--- config.mk ---
export PLATFORM = sky130hd
export DESIGN_NAME = bias_add_stream
export DESIGN_NICKNAME = d
export VERILOG_FILES = /design/src/rtl/bias_add_stream.sv
export SDC_FILE = /design/constraint.sdc
export NUM_CORES = 1
export LEC_CHECK = 0
export CAP_MARGIN = 5
export CORE_MARGIN = 2
export CORE_UTILIZATION = 55
export DETAILED_ROUTE_END_ITERATION = 10
export PLACE_DENSITY_LB_ADDON = 0.3
export SYNTH_ARGS = -nofsm -noshare
export SYNTH_HDL_FRONTEND = slang
export SYNTH_SLANG_ARGS = --single-unit
--- constraint.sdc ---
create_clock -name clk -period 5.3 [get_ports clk]
set_input_delay 1.06 -clock clk [delete_from_list [all_inputs] [get_ports clk]]
set_output_delay 1.06 -clock clk [all_outputs]
set_load 0.1 [all_outputs]
--- src/rtl/bias_add_stream.sv ---
// Per-channel signed bias adder over a CH_NUM-lane beat, 2-stage valid/ready pipeline
// with optional saturation and a sticky overflow flag.
module bias_add_stream #(
    parameter int unsigned NUM_WIDTH = 16,
    parameter int unsigned CH_NUM    = 4,
    parameter int unsigned CH_WIDTH  = $clog2(CH_NUM),
    parameter bit          SATURATE  = 1'b1
) (
    input  logic                        clk,
    input  logic                        rst_n,
    input  logic                        bias_wr,
    input  logic [CH_WIDTH-1:0]         bias_addr,
    input  logic [NUM_WIDTH-1:0]        bias_data,
    input  logic [CH_NUM*NUM_WIDTH-1:0] up_data,
    input  logic                        up_valid,
    output logic                        up_ready,
    output logic [CH_NUM*NUM_WIDTH-1:0] dn_data,
    output logic                        dn_valid,
    input  logic                        dn_ready,
    output logic                        sat_flag,
    input  logic                        sat_clr
);

    localparam int unsigned SW = NUM_WIDTH + 1;
    localparam logic [NUM_WIDTH-1:0] MaxPos = {1'b0, {(NUM_WIDTH-1){1'b1}}};
    localparam logic [NUM_WIDTH-1:0] MinNeg = {1'b1, {(NUM_WIDTH-1){1'b0}}};

    logic [NUM_WIDTH-1:0]        bias   [CH_NUM];
    logic [SW-1:0]               s1_sum [CH_NUM];
    logic                        s1_valid;
    logic [SW-1:0]               sum_d  [CH_NUM];
    logic [CH_NUM*NUM_WIDTH-1:0] clip_d;
    logic [CH_NUM-1:0]           ovf;
    logic                        advance;

    // Global stall: both stages move together whenever the output slot is free.
    assign advance  = !dn_valid || dn_ready;
    assign up_ready = advance;

    always_comb begin
        clip_d = '0;
        ovf    = '0;
        for (int i = 0; i < CH_NUM; i++) begin
            sum_d[i] = {up_data[i*NUM_WIDTH+NUM_WIDTH-1], up_data[i*NUM_WIDTH +: NUM_WIDTH]}
                     + {bias[i][NUM_WIDTH-1], bias[i]};
            ovf[i] = s1_sum[i][SW-1] ^ s1_sum[i][SW-2];
            if (ovf[i] && SATURATE) begin
                clip_d[i*NUM_WIDTH +: NUM_WIDTH] = s1_sum[i][SW-1] ? MinNeg : MaxPos;
            end else begin
                clip_d[i*NUM_WIDTH +: NUM_WIDTH] = s1_sum[i][NUM_WIDTH-1:0];
            end
        end
    end

    always_ff @(posedge clk or negedge rst_n) begin
        if (!rst_n) begin
            for (int i = 0; i < CH_NUM; i++) begin
                bias[i] <= '0;
            end
        end else if (bias_wr) begin
            bias[bias_addr] <= bias_data;
        end
    end

    always_ff @(posedge clk or negedge rst_n) begin
        if (!rst_n) begin
            for (int i = 0; i < CH_NUM; i++) begin
                s1_sum[i] <= '0;
            end
            s1_valid <= 1'b0;
            dn_valid <= 1'b0;
            dn_data  <= '0;
        end else if (advance) begin
            s1_valid <= up_valid;
            if (up_valid) begin
                for (int i = 0; i < CH_NUM; i++) begin
                    s1_sum[i] <= sum_d[i];
                end
            end
            dn_valid <= s1_valid;
            if (s1_valid) begin
                dn_data <= clip_d;
            end
        end
    end

    // Set has priority over clear.
    always_ff @(posedge clk or negedge rst_n) begin
        if (!rst_n) begin
            sat_flag <= 1'b0;
        end else if (advance && s1_valid && |ovf) begin
            sat_flag <= 1'b1;
        end else if (sat_clr) begin
            sat_flag <= 1'b0;
        end
    end

endmodule

==> impl_results.md, run 1 <==
* H-tree Lvls at 4
* Max Cap Viol at 0
* NetSw at 0.00403 W
* Final WL at 24,700 um
* CP Max Fanout at 7
* Synth Cell Area at 10,500 um^2
* Critical R2R Launch: bias[32]
* HPWL after DPL at 17,700 um
* Clock share of power at 17.5%
* Fin. max-slew vios at 0
* CTS sink count at 199
* Worst Max-Slew Pin Slew at 1210 ps
* Core area at 18,700 um^2
* Largest net degree at the start of global routing at 102
* Most common cell in the netlist: dfrtp_1
* Detailed-route via count at 8,219
* Count of final setup violators at 0
* First-pass GRT wire length at 40,000 um
* Antenna-violating nets left at 0
* Initial core utilization at 55.9%
* Met2 usage at 41.1%
* Global Route met3 Usage at 3.58%
* CP endpoint kind: output port
* Reg clk slew, reported paths at 70 ps
* Port Buf Inserts at 154
* Combinational Power Share at 53.4%
* Reg-to-reg slack, setup at 2670 ps
* Crit path required time at 4240 ps
* TritonCTS clock tree: done
* Fill count at 1,470
* Worst Hold Launch: s1_valid
* Die Footprint at 20,100 um^2
* TNS Setup at 0 ps
* FP Rows at 50
* Synth Area per Inst at 9.95 um^2
* Pwr dens at 633 nW/um^2
* Layout Nets at 1,345
* Commonest cells in the netlist: dfrtp_1 (199), a21oi_1 (165), nor2_1 (100)
* Share of cells above drive strength 1 at 9.88%
* Critical path class: input pin to output port
* Setup bufs post-CTS at 0
* Hold WC Path Type: flip-flop to flip-flop
* Yosys warnings at 0
* Internal Pwr Total at 0.00408 W
* Post-Syn Instances at 1,050
* Number of flops mapped to enable cells by yosys at 0
* Root buffer cell: clkbuf_16
* Peak Freq at 298 MHz
* #FFs+latches synth at 199
* Yosys top cell by area: dfrtp_1
* Sequential element share of the synthesized area at 47.6%
* Gr usage total at 25.5%
* Vert. Die Dim at 142 um
* Clk_skew at 12.5 ps
* Quantity of gates resized following cts at 0
* I/O pin count at 155
* Num CTS Buffers at 17
* Aggregate global routing overflow at 0
* Final period util at 63.4%
* GRT Max-Usage Layer: met2
* Slew HR at 19.0%
* Antenna violations before repair at 1
* WHS Endpoint: dn_valid
* Footprint of the multi-input gates at 5220 um^2
* DR vias/cell at 5.75
* P&R area growth vs syn at 22.6%
* Seq pwr share at 29.1%
* Switch share at 49.7%
* Largest cells by area after synthesis: dfrtp_1 (48%), ha_1 (8.6%), a21oi_1 (7.9%), mux2_2 (6.9%), nor2_1 (3.6%)
* R2R depth at 9
* Peak VDD IR at 0.000463 V
* GRT met1 Usage at 35.0%
* Async SR Flop Fraction at 100%
* Remaining DRCs at 0
* Final hold violation count at 0
* Post-synth top flop: dfrtp_1
* Setup repair after global routing missed its margin: false
* Drt first-iter violations at 445
* Arrival @ worst endpoint at 2300 ps
* First-pass DRT Iterations at 6
* Synth top area share at 47.6%
* Skew-Pair Late Insertion Delay at 440 ps
* R2R Path End: s1_sum[48]
* Post-Route Utilization at 68.5%
* Fin crit period at 3360 ps
* Leak at 5.62 nW
* Clock Path Buffers at 2
* Setup crit start kind: input pin
* Mapped Nets at 1,214
* Die width at 142 um
* GP Congestion at 0.917
* Outcome: finished clean
* Vias in the first global route at 8,020
* Reg area at 4980 um^2
* Worst Hold Path Cells at 2
* Hold buffer count at cts at 0
* WL/cell at 17.3 um
* Distinct cells, synth at 59
## placed cells by master, fill, tap and decap left out, types with 5 or more instances in the layout
cell type        instances
inv_8                    6
a21o_1                  22
clkdlybuf4s50_1        152
a21oi_1                165
o31ai_1                 12
clkbuf_16               17
nand3_1                 14
a31oi_1                  6
xnor2_1                 26
and3_1                   6
inv_1                   23
mux2_2                  64
nand2_1                 96
dfrtp_1                199
a211oi_1                12
o21bai_1                 7
nor3_1                   5
ha_1                    72
o21a_1                   5
nand4_1                  6
nor2b_1                  5
o21ai_0                 75
xor2_1                  20
buf_4                    5
nor2_1                 100
## area by class of cell
class,instances,share of cell area (%)
multi-input cells,781,40.7
diodes,1,0.0195
inverters,23,0.674
well taps,234,2.28
repair buffers,159,12.4
clock buffers,18,3.43
clock inverters,14,1.57
flip-flops and latches,199,38.9
## registers in the layout (all words and copies together) (netlist names)
register	flops
s1_sum	68
bias	64
dn_data	64
dn_valid	1
s1_valid	1
sat_flag	1
## critical path: stages
cell and delay (ps):
clkdlybuf4s50_1 500, nand2b_1 360, buf_4 370
## per-layer routing
metal / wire length [um] / part of all wire, %
met5: 0 / 0
met4: 796 / 3.2
met1: 11100 / 45
met2: 11800 / 48
met3: 1020 / 4.1
## cell families (layout without fill, tap and decap cells)
kind of cell	Yosys count	in the layout	synth area share (%)
compound gates	337	337	18.8
simple gates	258	258	10.9
flops	199	199	47.6
fa+ha+maj	76	76	9.38
buf+inv	70	214	2.53
mux	64	64	6.89
xor+xnor	46	46	3.85
other cells	0	1	0
## per-stage QoR
step	setup WS (ps)	power (W)	cells	cell area [um^2]	hold slack (ps)
after floorplan	2130	0.00565	1050	10500	428
after global placement	1600	0.00662	1396	12200	453
after detailed placement	1550	0.00670	1396	12200	459
after CTS	1960	0.00813	1428	12800	475
after global routing	1830	0.00855	1429	12800	497
final	1940	0.00811	1429	12800	474
## worst max path at each step
stage / startpoint / to / slack (ps) / depth (start not counted)
after floorplan: dn_valid / s1_valid / 2130 / 6
after global placement: up_data[0] / s1_sum[65] / 1600 / 10
after detailed placement: up_data[0] / s1_sum[65] / 1550 / 10
after CTS: dn_ready / up_ready / 1960 / 3
after global routing: up_data[16] / s1_sum[48] / 1830 / 10
final: dn_ready / up_ready / 1940 / 3
## power by group through the flow
stage	Combinational, W	Sequential (W)	Clock (W)
final	0.00433	0.00236	0.00142
after global routing	0.00462	0.00243	0.00150
after CTS	0.00434	0.00236	0.00143
after detailed placement	0.00431	0.00239	0
after global placement	0.00425	0.00237	0
after floorplan	0.00153	0.00413	0
(Power assumes the default switching activity.)
==> run 2: changes to the inputs <==
==> constraint.sdc (replaced) <==
create_clock -name clk -period 3.1 [get_ports clk]
set_input_delay 0.62 -clock clk [delete_from_list [all_inputs] [get_ports clk]]
set_output_delay 0.62 -clock clk [all_outputs]
set_load 0.1 [all_outputs]
==> impl_results.md, run 2 (synthesis results as in run 1) <==
* DR vias/cell at 5.74
* CP endpoint kind: flip-flop
* Initial core utilization at 55.9%
* Arrival @ worst endpoint at 3110 ps
* Die Footprint at 20,100 um^2
* Gr usage total at 24.9%
* Vert. Die Dim at 142 um
* Dpl ws at -162 ps
* Port Buf Inserts at 154
* Power Total at 0.0136 W
* Vias in the first global route at 7,896
* CP Max Fanout at 3
* Antenna violations before repair at 0
* Most frequent cells in the layout: dfrtp_1 (199), a21oi_1 (165), nor2_1 (100)
* Layout Nets at 1,363
* Setup bufs post-CTS at 0
* Crit path required time at 3390 ps
* Post-Route Utilization at 68.3%
* Count of final setup violators at 0
* Biggest regs: s1_sum: 68 flops, bias: 64 flops, dn_data: 64 flops
* Peak VDD IR at 0.000695 V
* Leak at 5.72 nW
* Skew-Pair Late Insertion Delay at 440 ps
* Setup repair after global routing missed its margin: false
* Hold WC Path Type: input pin to asynchronous set/reset pin
* Biggest register: s1_sum
* Peak Freq at 354 MHz
* Fin. max-slew vios at 0
* Core area at 18,700 um^2
* Met2 usage at 42.0%
* Clk_skew at 14.6 ps
* Fill count at 1,499
* GRT Max-Usage Layer: met2
* Max reg flops at 68
* Commonest non-fill, non-tap cell in the layout: dfrtp_1
* GRT met1 Usage at 33.5%
* Setup crit start kind: input pin
* Quantity of gates resized following cts at 0
* Die width at 142 um
* Pwr dens at 1070 nW/um^2
* Root buffer cell: clkbuf_16
* First-pass DRT Iterations at 5
* Footprint of the multi-input gates at 5220 um^2
* GP Congestion at 0.923
* I/O pin count at 155
* Largest net degree at the start of global routing at 70
* Hold buffer count at cts at 0
* Reg area at 4980 um^2
* WL/cell at 17.0 um
* Global Route met3 Usage at 3.27%
* Drt first-iter violations at 466
* Critical path class: input pin to flip-flop
* Final WL at 24,600 um
* P&R area growth vs syn at 22.2%
* Share of cells above drive strength 1 at 16.6%
* Detailed-route via count at 8,294
* Final period util at 91.0%
* Aggregate global routing overflow at 0
* H-tree Lvls at 4
* Clock Path Buffers at 2
* Outcome: finished clean
* Max Cap Viol at 0
* Worst Max-Slew Pin Slew at 856 ps
* Num CTS Buffers at 17
* Fin crit period at 2820 ps
* TritonCTS clock tree: done
* FP Rows at 50
* Final hold violation count at 0
* Remaining DRCs at 0
* CTS sink count at 199
* HPWL after DPL at 18,100 um
* Antenna fix cells at 0
* First-pass GRT wire length at 39,200 um
* Antenna-violating nets left at 0
* Fin worst setup slack at 279 ps
* Reg clk slew, reported paths at 70 ps
* Slew HR at 42.7%
run 2: cell types whose count changed in the layout (fill, tap and decap cells not counted), moves of 2 or more:
| cell | change |
|---|---|
| clkbuf_1 | +2 |
| buf_4 | +81 |
| inv_8 | -5 |
| buf_12 | +3 |
| clkdlybuf4s50_1 | -66 |
| clkinvlp_4 | +4 |
run 2: area by class of cell:
cell class	instances	area share, %
clock inverter	12	1.11
clock buffer	20	3.50
timing repair buffer	177	12.5
tap	234	2.29
sequential	199	39.0
inverter	23	0.676
multi-input combinational	781	40.9
run 2: worst max-delay path, cell delays in order:
cell             delay (ps)
clkdlybuf4s50_1         440
ha_1                    240
fa_1                    420
a21oi_2                 200
o21bai_2                130
nor4_4                  160
nor4_1                   70
or4_1                   480
a311oi_2                250
o31ai_1                 100
run 2: report_power, final:
group / internal (W) / total (W) / switching, W
Combinational: 0.00204 / 0.00734 / 0.00530
Clock: 0.00122 / 0.00221 / 0.000987
Sequential: 0.00352 / 0.00406 / 0.000538
run 2: final timing paths:
check                      startpoint           to  slack [ps]  cells after the start
min in group clk             s1_valid     dn_valid         470                      2
hold reg to reg              s1_valid     dn_valid         470                      2
setup reg to reg             bias[32]   s1_sum[48]         500                      9
max in group asynchronous       rst_n   s1_sum[35]        2100                      2
setup / recovery           up_data[0]   s1_sum[65]         280                     10
hold / removal                  rst_n  dn_data[39]         180                      1
run 2: stage by stage:
| step | cell area, um^2 | hold slack (ps) | instances | TNS (ps) |
|---|---|---|---|---|
| 3_3_place_gp | 12200 | 449 | 1414 | -151 |
| 5_1_grt | 12800 | 207 | 1446 | 0 |
| 4_1_cts | 12800 | 205 | 1446 | 0 |
| 3_5_place_dp | 12200 | 459 | 1414 | -373 |
| 2_1_floorplan | 10500 | 324 | 1050 | 0 |
| 6_report | 12800 | 185 | 1446 | 0 |
run 2: metal layers:
metal  share of wire (%)  up-vias  routed length [um]
met4                 2.2        0                 534
met2                  49      201               12000
met5                   0        -                   0
met1                  45     4002               11200
met3                 3.4       37                 840
li1                    -     4054                   -
==> run 3: changes to the inputs <==
--- a/config.mk
+++ b/config.mk
@@ -8,7 +8,9 @@
 export CAP_MARGIN = 5
 export CORE_MARGIN = 2
 export CORE_UTILIZATION = 55
+export CTS_CLUSTER_SIZE = 30
 export DETAILED_ROUTE_END_ITERATION = 10
+export GPL_TIMING_DRIVEN = 0
 export PLACE_DENSITY_LB_ADDON = 0.3
 export SYNTH_ARGS = -nofsm -noshare
 export SYNTH_HDL_FRONTEND = slang
==> impl_results.md, run 3 (synthesis results as in run 1) <==
* Antenna-violating nets left at 0
* Commonest non-fill, non-tap cell in the layout: dfrtp_1
* Combinational Power Share at 54.4%
* Internal Pwr Total at 0.00680 W
* Largest net degree at the start of global routing at 120
* CP Max Fanout at 3
* GP Congestion at 0.928
* Vias in the first global route at 8,363
* HPWL after DPL at 20,000 um
* Power Total at 0.0138 W
* Biggest register: s1_sum
* Critical path class: input pin to flip-flop
* TritonCTS clock tree: done
* Dpl ws at -239 ps
* Post-Route Utilization at 69.0%
* Vert. Die Dim at 142 um
* Biggest regs: s1_sum: 68 flops, bias: 64 flops, dn_data: 64 flops
* Root buffer cell: clkbuf_16
* Aggregate global routing overflow at 0
* Gr usage total at 27.8%
* Crit path from: up_data[32]
* Max reg flops at 68
* Critical R2R Launch: bias[16]
* Final hold violation count at 0
* Skew-Pair Late Insertion Delay at 450 ps
* Layout Nets at 1,388
* Setup bufs post-CTS at 0
* Leak at 5.62 nW
* Hold WC Path Type: input pin to asynchronous set/reset pin
* Switch share at 50.6%
* Num CTS Buffers at 17
* Final period util at 94.8%
* CP endpoint kind: flip-flop
* First-pass DRT Iterations at 5
* Fill count at 1,444
* Fin crit period at 2940 ps
* Worst Max-Slew Pin Slew at 988 ps
* P&R area growth vs syn at 23.5%
* Count of final setup violators at 0
* Die Footprint at 20,100 um^2
* I/O pin count at 155
* Crit path required time at 3410 ps
* NetSw at 0.00696 W
* Port Buf Inserts at 154
* First-pass GRT wire length at 43,000 um
* H-tree Lvls at 4
* Core area at 18,700 um^2
* Footprint of the multi-input gates at 5210 um^2
* Reg clk slew, reported paths at 80 ps
* Max Cap Viol at 0
* Seq pwr share at 29.5%
* Final WL at 26,800 um
* Clk_skew at 10.9 ps
* Detailed-route via count at 8,535
* Arrival @ worst endpoint at 3250 ps
* Clock Path Buffers at 2
* Setup crit start kind: input pin
* Remaining DRCs at 0
* Setup repair after global routing missed its margin: false
* CTS sink count at 199
* Hold_ws at 144 ps
* Reg area at 4980 um^2
* Die width at 142 um
* Antenna violations before repair at 1
* Peak VDD IR at 0.000761 V
* Share of cells above drive strength 1 at 9.14%
* Initial core utilization at 55.9%
* Drt first-iter violations at 469
* Outcome: finished clean
* Pwr dens at 1070 nW/um^2
* Fin. max-slew vios at 0
* Slew HR at 34.0%
* Clock share of power at 16.1%
* WL/cell at 18.2 um
* FP Rows at 50
* DR vias/cell at 5.80
* Fin worst setup slack at 162 ps
* Peak Freq at 340 MHz
* Most frequent cells in the layout: dfrtp_1 (199), a21oi_1 (165), clkdlybuf4s50_1 (152)
run 3: cell types whose count changed in the layout (fill, tap and decap cells not counted), moves of 2 or more:
cell	delta
clkinvlp_4	-2
buf_1	+3
buf_4	-86
clkbuf_8	-2
clkbuf_1	+41
buf_12	-4
clkinv_4	+3
clkdlybuf4s50_1	+66
inv_8	+3
run 3: final cells by class:
class | count | share of cell area, %
multi-input cells | 781 | 40.4
flip-flops and latches | 199 | 38.6
repair buffers | 155 | 12.2
clock buffers | 17 | 3.30
well taps | 234 | 2.27
plain buffers | 47 | 1.38
clock inverters | 15 | 1.24
inverters | 23 | 0.669
diodes | 1 | 0.0194
run 3: metal layers:
layer / track usage (%) / wire length [um] / vias up
met5: 0 / 0 / -
met4: 12.6 / 1140 / 0
met3: 4.18 / 1300 / 60
met2: 45.4 / 12700 / 277
met1: 36.8 / 11600 / 4098
li1: - / - / 4100
run 3: through the flow:
step	area, um^2	setup TNS, ps	cells
2_1_floorplan	10500	0	1050
3_3_place_gp	12300	-1320100	1438
3_5_place_dp	12300	-1940	1439
4_1_cts	12900	0	1471
5_1_grt	12900	0	1472
6_report	12900	0	1472
run 3: what timing repair did:
item                       CTS  global route
hold buffers                 0             0
setup endpoints to repair    1             0
gates resized for setup      1             0
run 3: path summary, 6_finish.rpt:
| path | end | slack (ps) | cells after the start |
|---|---|---|---|
| setup / recovery | s1_sum[31] | 160 | 10 |
| hold reg to reg | dn_valid | 470 | 2 |
| hold / removal | dn_data[39] | 140 | 1 |
| max in group asynchronous | dn_data[7] | 1950 | 2 |
| setup reg to reg | s1_sum[31] | 400 | 9 |
| min in group clk | dn_valid | 470 | 2 |
run 3: worst max-delay path, stage by stage:
cell and delay, ps:
clkdlybuf4s50_1 440, ha_1 240, fa_1 420, a211oi_1 330, o21bai_1 180, o21ai_0 300
a21oi_1 170, a31oi_1 230, xor2_1 220, o21ai_0 100
run 3: power groups by stage:
stage | Combinational (W) | Sequential (W) | Clock (W)
2_1_floorplan | 0.00261 | 0.00706 | 0
3_3_place_gp | 0.00732 | 0.00408 | 0
3_5_place_dp | 0.00744 | 0.00410 | 0
4_1_cts | 0.00749 | 0.00406 | 0.00224
5_1_grt | 0.00799 | 0.00417 | 0.00234
6_report | 0.00748 | 0.00406 | 0.00221
